==> src/rtl/hazard_scoreboard.sv <==
`default_nettype none
// ============================================================================
//  Module      : hazard_scoreboard
//  Description : Writer-side hazard tracker. Records the destination of every
//                issued register-writing instruction through EX/MEM/WB and
//                checks the decode instruction's rs/rt against them. Drives
//                the per-operand forwarding selects and the one-cycle
//                load-use stall.
//  Option      : HAZARD_STATS_EN adds stall_count[31:0], a wrapping count of
//                stall cycles that ignores flushed cycles.
//  Revision    : 1.0 - initial release
// ============================================================================
module hazard_scoreboard #(
  parameter logic [4:0] ALU_OP  = 5'b00000,
  parameter logic [4:0] ADDI_OP = 5'b00101,
  parameter logic [4:0] LW_OP   = 5'b01000
) (
  input  logic        clock,
  input  logic        reset,
  input  logic        issue_valid,
  input  logic [4:0]  issue_opcode,
  input  logic [4:0]  issue_rd,
  input  logic [4:0]  issue_rs,
  input  logic [4:0]  issue_rt,
  input  logic        flush,
`ifdef HAZARD_STATS_EN
  output logic [31:0] stall_count,
`endif
  output logic        stall,
  output logic [1:0]  fwd_rs,
  output logic [1:0]  fwd_rt
);

  // One pipeline slot: valid writer, load flag, destination register.
  typedef struct packed {
    logic       v;
    logic       ld;
    logic [4:0] rd;
  } slot_t;

  localparam slot_t BUBBLE = '{v: 1'b0, ld: 1'b0, rd: 5'd0};

  localparam logic [1:0] SEL_RF  = 2'b00;
  localparam logic [1:0] SEL_EX  = 2'b01;
  localparam logic [1:0] SEL_MEM = 2'b10;
  localparam logic [1:0] SEL_WB  = 2'b11;

  slot_t ex_q,  ex_d;
  slot_t mem_q, mem_d;
  slot_t wb_q,  wb_d;

  slot_t decode_entry;

  // Forwarding select for one source: youngest producer wins, but a load
  // still in EX has no data yet, so it is skipped (the stall covers it).
  function automatic logic [1:0] pick_fwd(input logic  valid,
                                          input logic [4:0] src,
                                          input slot_t ex,
                                          input slot_t mem,
                                          input slot_t wb);
    logic [1:0] sel;
    sel = SEL_RF;
    if (valid && (src != 5'd0)) begin
      if (ex.v && (ex.rd == src) && !ex.ld) begin
        sel = SEL_EX;
      end else if (mem.v && (mem.rd == src)) begin
        sel = SEL_MEM;
      end else if (wb.v && (wb.rd == src)) begin
        sel = SEL_WB;
      end
    end
    return sel;
  endfunction

  // Classify the decode instruction: only writers to a non-zero rd create an entry.
  always_comb begin
    decode_entry    = BUBBLE;
    decode_entry.rd = issue_rd;
    decode_entry.ld = (issue_opcode == LW_OP);
    decode_entry.v  = ((issue_opcode == ALU_OP) || (issue_opcode == ADDI_OP) ||
                       (issue_opcode == LW_OP)) && (issue_rd != 5'd0);
  end

  // Load-use stall and forwarding selects for the instruction in decode.
  always_comb begin
    stall  = issue_valid && ex_q.v && ex_q.ld &&
             ((ex_q.rd == issue_rs) || (ex_q.rd == issue_rt));
    fwd_rs = pick_fwd(issue_valid, issue_rs, ex_q, mem_q, wb_q);
    fwd_rt = pick_fwd(issue_valid, issue_rt, ex_q, mem_q, wb_q);
  end

  // Next slot contents: shift down, flush kills EX and the entry moving into MEM.
  always_comb begin
    wb_d  = mem_q;
    mem_d = ex_q;
    ex_d  = BUBBLE;
    if (flush) begin
      mem_d = BUBBLE;
    end else if (issue_valid && !stall) begin
      ex_d = decode_entry;
    end
  end

  // Slot registers; reset discards every in-flight entry.
  always_ff @(posedge clock) begin
    if (reset) begin
      ex_q  <= BUBBLE;
      mem_q <= BUBBLE;
      wb_q  <= BUBBLE;
    end else begin
      ex_q  <= ex_d;
      mem_q <= mem_d;
      wb_q  <= wb_d;
    end
  end

`ifdef HAZARD_STATS_EN
  logic [31:0] stall_count_q, stall_count_d;

  // Count stall cycles that were not flushed; wraps naturally at 2^32.
  always_comb begin
    stall_count_d = stall_count_q;
    if (stall && !flush) begin
      stall_count_d = stall_count_q + 32'd1;
    end
  end

  // Statistics register.
  always_ff @(posedge clock) begin
    if (reset) begin
      stall_count_q <= 32'd0;
    end else begin
      stall_count_q <= stall_count_d;
    end
  end

  assign stall_count = stall_count_q;
`endif

endmodule
`default_nettype wire

==> config.mk <==
export PLATFORM = sky130hd
export DESIGN_NAME = hazard_scoreboard
export DESIGN_NICKNAME = d
export VERILOG_FILES = /design/src/rtl/hazard_scoreboard.sv
export SDC_FILE = /design/constraint.sdc
export NUM_CORES = 1
export LEC_CHECK = 0
export CAP_MARGIN = 20
export CELL_PAD_IN_SITES_DETAIL_PLACEMENT = 1
export CELL_PAD_IN_SITES_GLOBAL_PLACEMENT = 1
export CORE_MARGIN = 2
export CORE_UTILIZATION = 35
export CTS_BUF_LIST = sky130_fd_sc_hd__clkbuf_16
export DETAILED_ROUTE_END_ITERATION = 8
export PLACE_DENSITY = 0.88
export SYNTH_ARGS = -nofsm -noshare
export SYNTH_HDL_FRONTEND = slang
export SYNTH_SLANG_ARGS = --single-unit
export TNS_END_PERCENT = 100
==> constraint.sdc <==
create_clock -name clock -period 2.4 [get_ports clock]
set_input_delay 0.72 -clock clock [delete_from_list [all_inputs] [get_ports clock]]
set_output_delay 0.72 -clock clock [all_outputs]
set_load 0.03 [all_outputs]
Word level (Yosys, flattened, before mapping). Cells that the tools add are included.

Eq/ne operators: 8. Multiplexer cells: 8. Bitwise logic cells: 1. Reductions and logical operators: 26.

Operators by type and width (count): $eq 5x5->1 (6); $mux 2 (8); $logic_and 1x1->1 (15); $reduce_bool 5->1 (3); $eq 5x3->1 const B (1); $eq 5x4->1 const B (1); $logic_not 5->1 (1); $logic_or 1x1->1 (3); $reduce_or 3->1 (1); $logic_not 1->1 (2); $reduce_or 2->1 (1); $not 1->1 (1).

Bits in registers: 19. Input port bits: 24. Output and inout bits: 5. Word-level logic and storage cells: 50.

Logic depth before layout (Yosys ltp). Gate-level depths: netlist of run 1.

Word-level depth: 7. Depth in mapped cells: 5.

Worst setup path before layout of run 1. No wires, ideal clock.

Path type: input to output. From: input port issue_rt[1]. To: output port fwd_rt[1]. Arrival: 1747 ps. Path slack: -67 ps. Stages: 5. Buffers on the path: 0. Cells stage by stage: xor2_1 -> nor4_1 -> nand3_1 -> nor2b_1 -> nor3_2.

Cells in the longest elaborated chain, start to end: 6. Elaborated cells on any way between the ends: 13. Classes of those cells: eq/ne: 3; mux: 4; reduce/logical: 6.

RTL lines: from (decl) (line 24) `input logic [4:0] issue_rt,`; $eq 5x5->1 (line 68) `end else if (wb.v && (wb.rd == src)) begin`; $logic_and 1x1->1 (line 68); $mux 2 (line 68); $mux 2 (line 66) `end else if (mem.v && (mem.rd == src)) begin`; $mux 2 (line 64) `if (ex.v && (ex.rd == src) && !ex.ld) begin`; $mux 2 (*) (line 63) `if (valid && (src != 5'd0)) begin`; to (decl) (line 31) `output logic [1:0] fwd_rt`.

Every way passes the cells marked *; elsewhere a longest branch is shown, timed or not.

Worst setup path after layout of run 1.
From: input port issue_rt[1]. To: output port fwd_rt[0].

Same word-level chain as after synthesis.

==> qor.txt, run 1 <==
Pwr dens: 450 mW/mm2
Post-route setup slack: -269 ps
Critical Path RT: 1680 ps
Pre-CTS WS: -1200 ps
Worst Reg-to-Reg Cells: 7
Yosys warns: 0
Largest net degree at the start of global routing: 12
Max-slew violation count: 0
DRT antenna net count: 0
Failing checks: negative setup slack
Initial antenna violation count: 0
Root Buffer: clkbuf_16
Routed vias: 1035
Unique masters post-synth: 23
Reg2reg start: ex_q[2]
DRC violations left: 0
GR Util met2: 41.3%
Measured slew at the worst slew-check pin: 360 ps
Vias in the first global route: 1142
Total power draw: 0.828 mW
Row cnt: 19
Clk_skew: 3.24 ps
RSZ-0062 raised after global routing: true
Setup CP Type: in2out
Finished Cell Area: 0.00184 mm2
Cts hold-fix bufs: 0
Max Cap Viol: 0
Final Hold Vio Count: 0
Nets: 191
Ys flop type: dfxtp_1
Antenna cells: 0
Yosys top cell by area: dfxtp_1
Fin crit share: 111%
Setup violations, final: 5
CTS clk-pin slew, worst paths: 50 ps
Detailed Routing Iterations Pass 1: 4
Final core occ: 66.2%
Post-synth EDFFs: 0
Max-slew headroom: 75.8%
Fmax: 0.375 GHz
Hold Path Class: reg2reg
Met1 global-route usage: 26.1%
Worst setup startpoint: issue_rt[1]
CTS Buffer Depth: 2
Drt via density: 5.25
Synth top cells by count: 22 x xor2_1, 19 x dfxtp_1, 13 x nor2_1
Clock sinks: 19
Dpl hpwl: 2620 um
Leakage: 0.750 nW
Share of cells above drive strength 1: 45.2%
CTS tree: built
Placeable core area: 0.00278 mm2
Gr busiest metal: met2
Met3 usage: 2.42%
R2r setup slk: 860 ps
Setup TNS: -1200 ps
Critical Path Fanout Max: 4
Largest cells by area after synthesis: dfxtp_1 37%, xor2_1 19%, xnor2_1 6.7%
Final worst path period need: 2670 ps
Status: finished, violations left
Die H: 58.5 um
Io pins: 29
Asr flop ratio synth: 0%
Hold Slack: 491 ps
Chip width: 58.5 um
Top cell type's share of synthesized area: 36.6%
Num CTS Buffers: 3
Sequential element share of the synthesized area: 36.6%
Post-synthesis area per instance: 9.20 um2
Total Routing Usage GR: 22.7%
#FFs+latches synth: 19
GR Overflow Total: 0
Drt total wl: 4110 um
H-tree levels: 1
End of the critical path: fwd_rt[0]
Cell count after synthesis: 113
Clk Latency, worst-skew pair: 250 ps
Initial Utilization: 37.4%
Post-Syn Area: 0.00104 mm2
Syn nets: 137
First-pass GRT wire length: 5610 um
CP Launch Type: input pin
IO Port Bufs: 28
RR Endpoint: ex_q[5]
Wire per inst: 20.8 um
Most common cell in the netlist: xor2_1
Final Wtd Congestion: 0.931
Initial detailed-routing violation count: 20
Crit path arrival time: 1950 ps
Area growth from synthesis to layout: 77.0%
Crit. End Element: output port
Finished Layout Cells: 197
VDD IR max: 434 uV
DP Area: 0.00149 mm2
Placed Cells: 187
Die area: 0.00342 mm2
## metal layers
layer | routed length, um | vias to the layer above
li1 | - | 486
met1 | 1640 | 502
met2 | 2180 | 37
met3 | 158 | 10
met4 | 127 | 0
met5 | 0 | -
## cells by family (layout without fill, tap and decap cells)
family	after synthesis	count (layout)	share of synthesized area, %
xor+xnor	30	30	25.3
compound gates	7	7	5.42
buf+inv	2	55	0.721
simple gates	55	55	32.0
flops	19	19	36.6
## flip-flops by register name (all words and copies together), names as in the netlist
register  cells
ex_q          7
mem_q         6
wb_q          6
## worst max-delay path, stage by stage
cell and delay, ps:
buf_8 110, xor2_2 150, nor4_2 330, nand3_1 150, buf_4 160, a2bb2oi_2 140, nor2_2 60, buf_6 130
## power breakdown
part | internal [mW] | switching [mW]
logic | 0.0878 | 0.0727
clock network | 0.223 | 0.120
registers | 0.319 | 0.00504
total | 0.631 | 0.197
## worst min path at each step
stage             from        to  slack (ps)  depth (start not counted)
2_1_floorplan  ex_q[6]  mem_q[6]         450                          1
3_5_place_dp   ex_q[6]  mem_q[6]         480                          1
5_1_grt        ex_q[6]  mem_q[6]         520                          1
4_1_cts        ex_q[6]  mem_q[6]         490                          1
3_3_place_gp   ex_q[6]  mem_q[6]         470                          1
6_report       ex_q[6]  mem_q[6]         490                          1
## layout by cell type (no fill, tap or decap), drive strengths merged, types with 5 or more instances in the layout
cell type / count
buf: 37
xor2: 22
dfxtp: 19
nor2: 13
clkdlybuf4s50: 12
nand3: 10
xnor2: 8
nor2b: 7
and2: 6
nor3: 5
nor4: 5
## cell type report
class / count / area, um2
fillers: 297 / 941
flip-flops and latches: 19 / 380
repair buffers: 51 / 507
well taps: 31 / 38.8
clock inverters: 1 / 5.00
multi-input cells: 92 / 835
clock buffers: 3 / 75.1
## timing repair
| item | 4_1_cts | 5_1_grt |
|---|---|---|
| buffers inserted | 5 | 1 |
| pin swaps | 16 | 14 |
| endpoints found under the hold margin | 0 | 0 |
| endpoints found under the setup margin | 5 | 5 |
| resized for setup | 95 | 19 |
(Power assumes the default switching activity.)
==> inputs of run 2 (changes only) <==
--- a/config.mk
+++ b/config.mk
@@ -13,6 +13,7 @@
 export CTS_BUF_LIST = sky130_fd_sc_hd__clkbuf_16
 export DETAILED_ROUTE_END_ITERATION = 8
 export PLACE_DENSITY = 0.88
+export RECOVER_POWER = 100
 export SYNTH_ARGS = -nofsm -noshare
 export SYNTH_HDL_FRONTEND = slang
 export SYNTH_SLANG_ARGS = --single-unit
==> qor.txt, run 2 (synthesized netlist as in run 1, its figures left out) <==
Critical Path RT: 1680 ps
Commonest non-fill, non-tap cell in the layout: dfxtp_1
Delay-heaviest family, CP: simple AND/OR/NAND/NOR gates
Row cnt: 19
CTS Buffer Depth: 2
First-pass GRT wire length: 5610 um
DP Area: 0.00149 mm2
Chip width: 58.5 um
Status: finished, violations left
Fin crit share: 111%
WHS Endpoint: mem_q[6]
Finished Layout Cells: 197
Hold Path Class: reg2reg
DRT antenna net count: 0
Final Hold Vio Count: 0
Antenna cells: 0
Drt total wl: 4110 um
Final worst path period need: 2670 ps
Commonest cells after routing, fill and taps aside: 19 x dfxtp_1, 16 x xor2_1, 15 x buf_6
Biggest regs: ex_q (7), mem_q (6), wb_q (6)
Placeable core area: 0.00278 mm2
Worst setup startpoint: issue_rt[1]
Max-slew headroom: 74.3%
Largest net degree at the start of global routing: 12
GR Overflow Total: 0
CP Launch Type: input pin
FILL cells: 299
Worst Min Path Start: ex_q[6]
Die area: 0.00342 mm2
IO Port Bufs: 28
Area of the multi-input gates: 835 um2
Measured slew at the worst slew-check pin: 386 ps
WP buf/inv: 3
Final Wtd Congestion: 0.931
RR Endpoint: ex_q[5]
Initial detailed-routing violation count: 19
Root Buffer: clkbuf_16
Vias in the first global route: 1142
Post-route setup slack: -269 ps
VDD IR max: 429 uV
Critical Path Fanout Max: 4
Max reg flops: 7
Crit-path slowest cell: nor4_2
Num CTS Buffers: 3
Reg with most FFs: ex_q
Initial antenna violation count: 0
Io pins: 29
Cts hold-fix bufs: 0
Failing checks: negative setup slack
Total Routing Usage GR: 22.7%
CTS tree: built
Clk_skew: 3.60 ps
Reg area: 380 um2
Setup CP Type: in2out
Detailed Routing Iterations Pass 1: 4
Nets: 191
Max-slew violation count: 0
Placed Cells: 187
Worst Reg-to-Reg Cells: 7
H-tree levels: 1
Pwr dens: 452 mW/mm2
Area growth from synthesis to layout: 75.9%
Share of cells above drive strength 1: 43.4%
Die H: 58.5 um
Wire per inst: 20.8 um
Setup violations, final: 5
DRC violations left: 0
Finished Cell Area: 0.00183 mm2
Dpl hpwl: 2620 um
Clock sinks: 19
CTS clk-pin slew, worst paths: 50 ps
Crit. End Element: output port
Critical path cell sequence: buf_8, xor2_2, nor4_2, nand3_1, buf_4, a2bb2oi_2, nor2_2, buf_6
Largest stage delay, worst path: 330 ps
Crit path arrival time: 1950 ps
R2r setup slk: 700 ps
Drt via density: 5.24
Fmax: 0.375 GHz
Initial Utilization: 37.4%
Reg2reg start: ex_q[2]
Leakage: 0.736 nW
Clk Latency, worst-skew pair: 250 ps
Max Cap Viol: 0
Final core occ: 65.8%
RSZ-0062 raised after global routing: true
Routed vias: 1033
WHS Path Cells: 1
-- run 2: changes by cell type in the layout (fill, tap and decap cells not counted) --
| cell | delta |
|---|---|
| and2_1 | -2 |
| dlygate4sd3_1 | +1 |
| clkdlybuf4s50_1 | -1 |
| and2_0 | +2 |
| buf_4 | -3 |
| clkbuf_1 | +3 |
-- run 2: per-stage QoR --
| stage | setup WS (ps) | TNS (ps) | power (mW) | hold slack, ps |
|---|---|---|---|---|
| 2_1_floorplan | 31.0 | 0 | 0.373 | 455 |
| 3_3_place_gp | -1130 | -4520 | 0.449 | 465 |
| 3_5_place_dp | -1200 | -4750 | 0.454 | 482 |
| 4_1_cts | -292 | -1230 | 0.815 | 492 |
| 5_1_grt | -333 | -1440 | 0.847 | 518 |
| 6_report | -269 | -1200 | 0.827 | 491 |
-- run 2: worst reg2reg max path, cell delays in order, from the launching register on --
cell	delay, ps
dfxtp_1	340
xor2_1	180
nor3_2	220
nand3_2	140
buf_6	160
a21oi_4	170
clkbuf_1	280
nor2_1	90
-- run 2: worst max path at each step --
stage / slack (ps) / end / depth (start not counted)
global route: -330 / fwd_rt[0] / 8
detailed placement: -1200 / fwd_rs[0] / 7
global placement: -1130 / fwd_rs[0] / 7
floorplan: 30 / fwd_rt[1] / 5
finish: -270 / fwd_rt[0] / 8
CTS: -290 / fwd_rs[1] / 7
-- run 2: layer usage --
layer | part of all wire [%] | routed length, um | GRT usage (%) | vias to the layer above
met1 | 40 | 1640 | 26.1 | 502
met3 | 3.8 | 154 | 2.42 | 10
met2 | 53 | 2180 | 41.3 | 35
met4 | 3.1 | 127 | 11.3 | 0
li1 | - | - | - | 486
met5 | 0 | 0 | 0 | -
-- run 2: final cells by class --
cell class	instances	area share, %
repair buffers	51	27.1
flip-flops and latches	19	20.8
multi-input cells	92	45.6
well taps	31	2.12
clock buffers	3	4.10
clock inverters	1	0.274
-- run 2: what timing repair did --
action                     CTS  global route
setup endpoints to repair    5             5
pin swaps                   16            14
setup buffers                5             1
gates resized for setup     95            19
hold endpoints to repair     0             0
-- run 2: power breakdown --
| part | internal [mW] | total (mW) | switching, mW |
|---|---|---|---|
| logic | 0.0860 | 0.159 | 0.0728 |
| clock network | 0.223 | 0.344 | 0.120 |
| registers | 0.319 | 0.325 | 0.00510 |
| total | 0.629 | 0.827 | 0.198 |
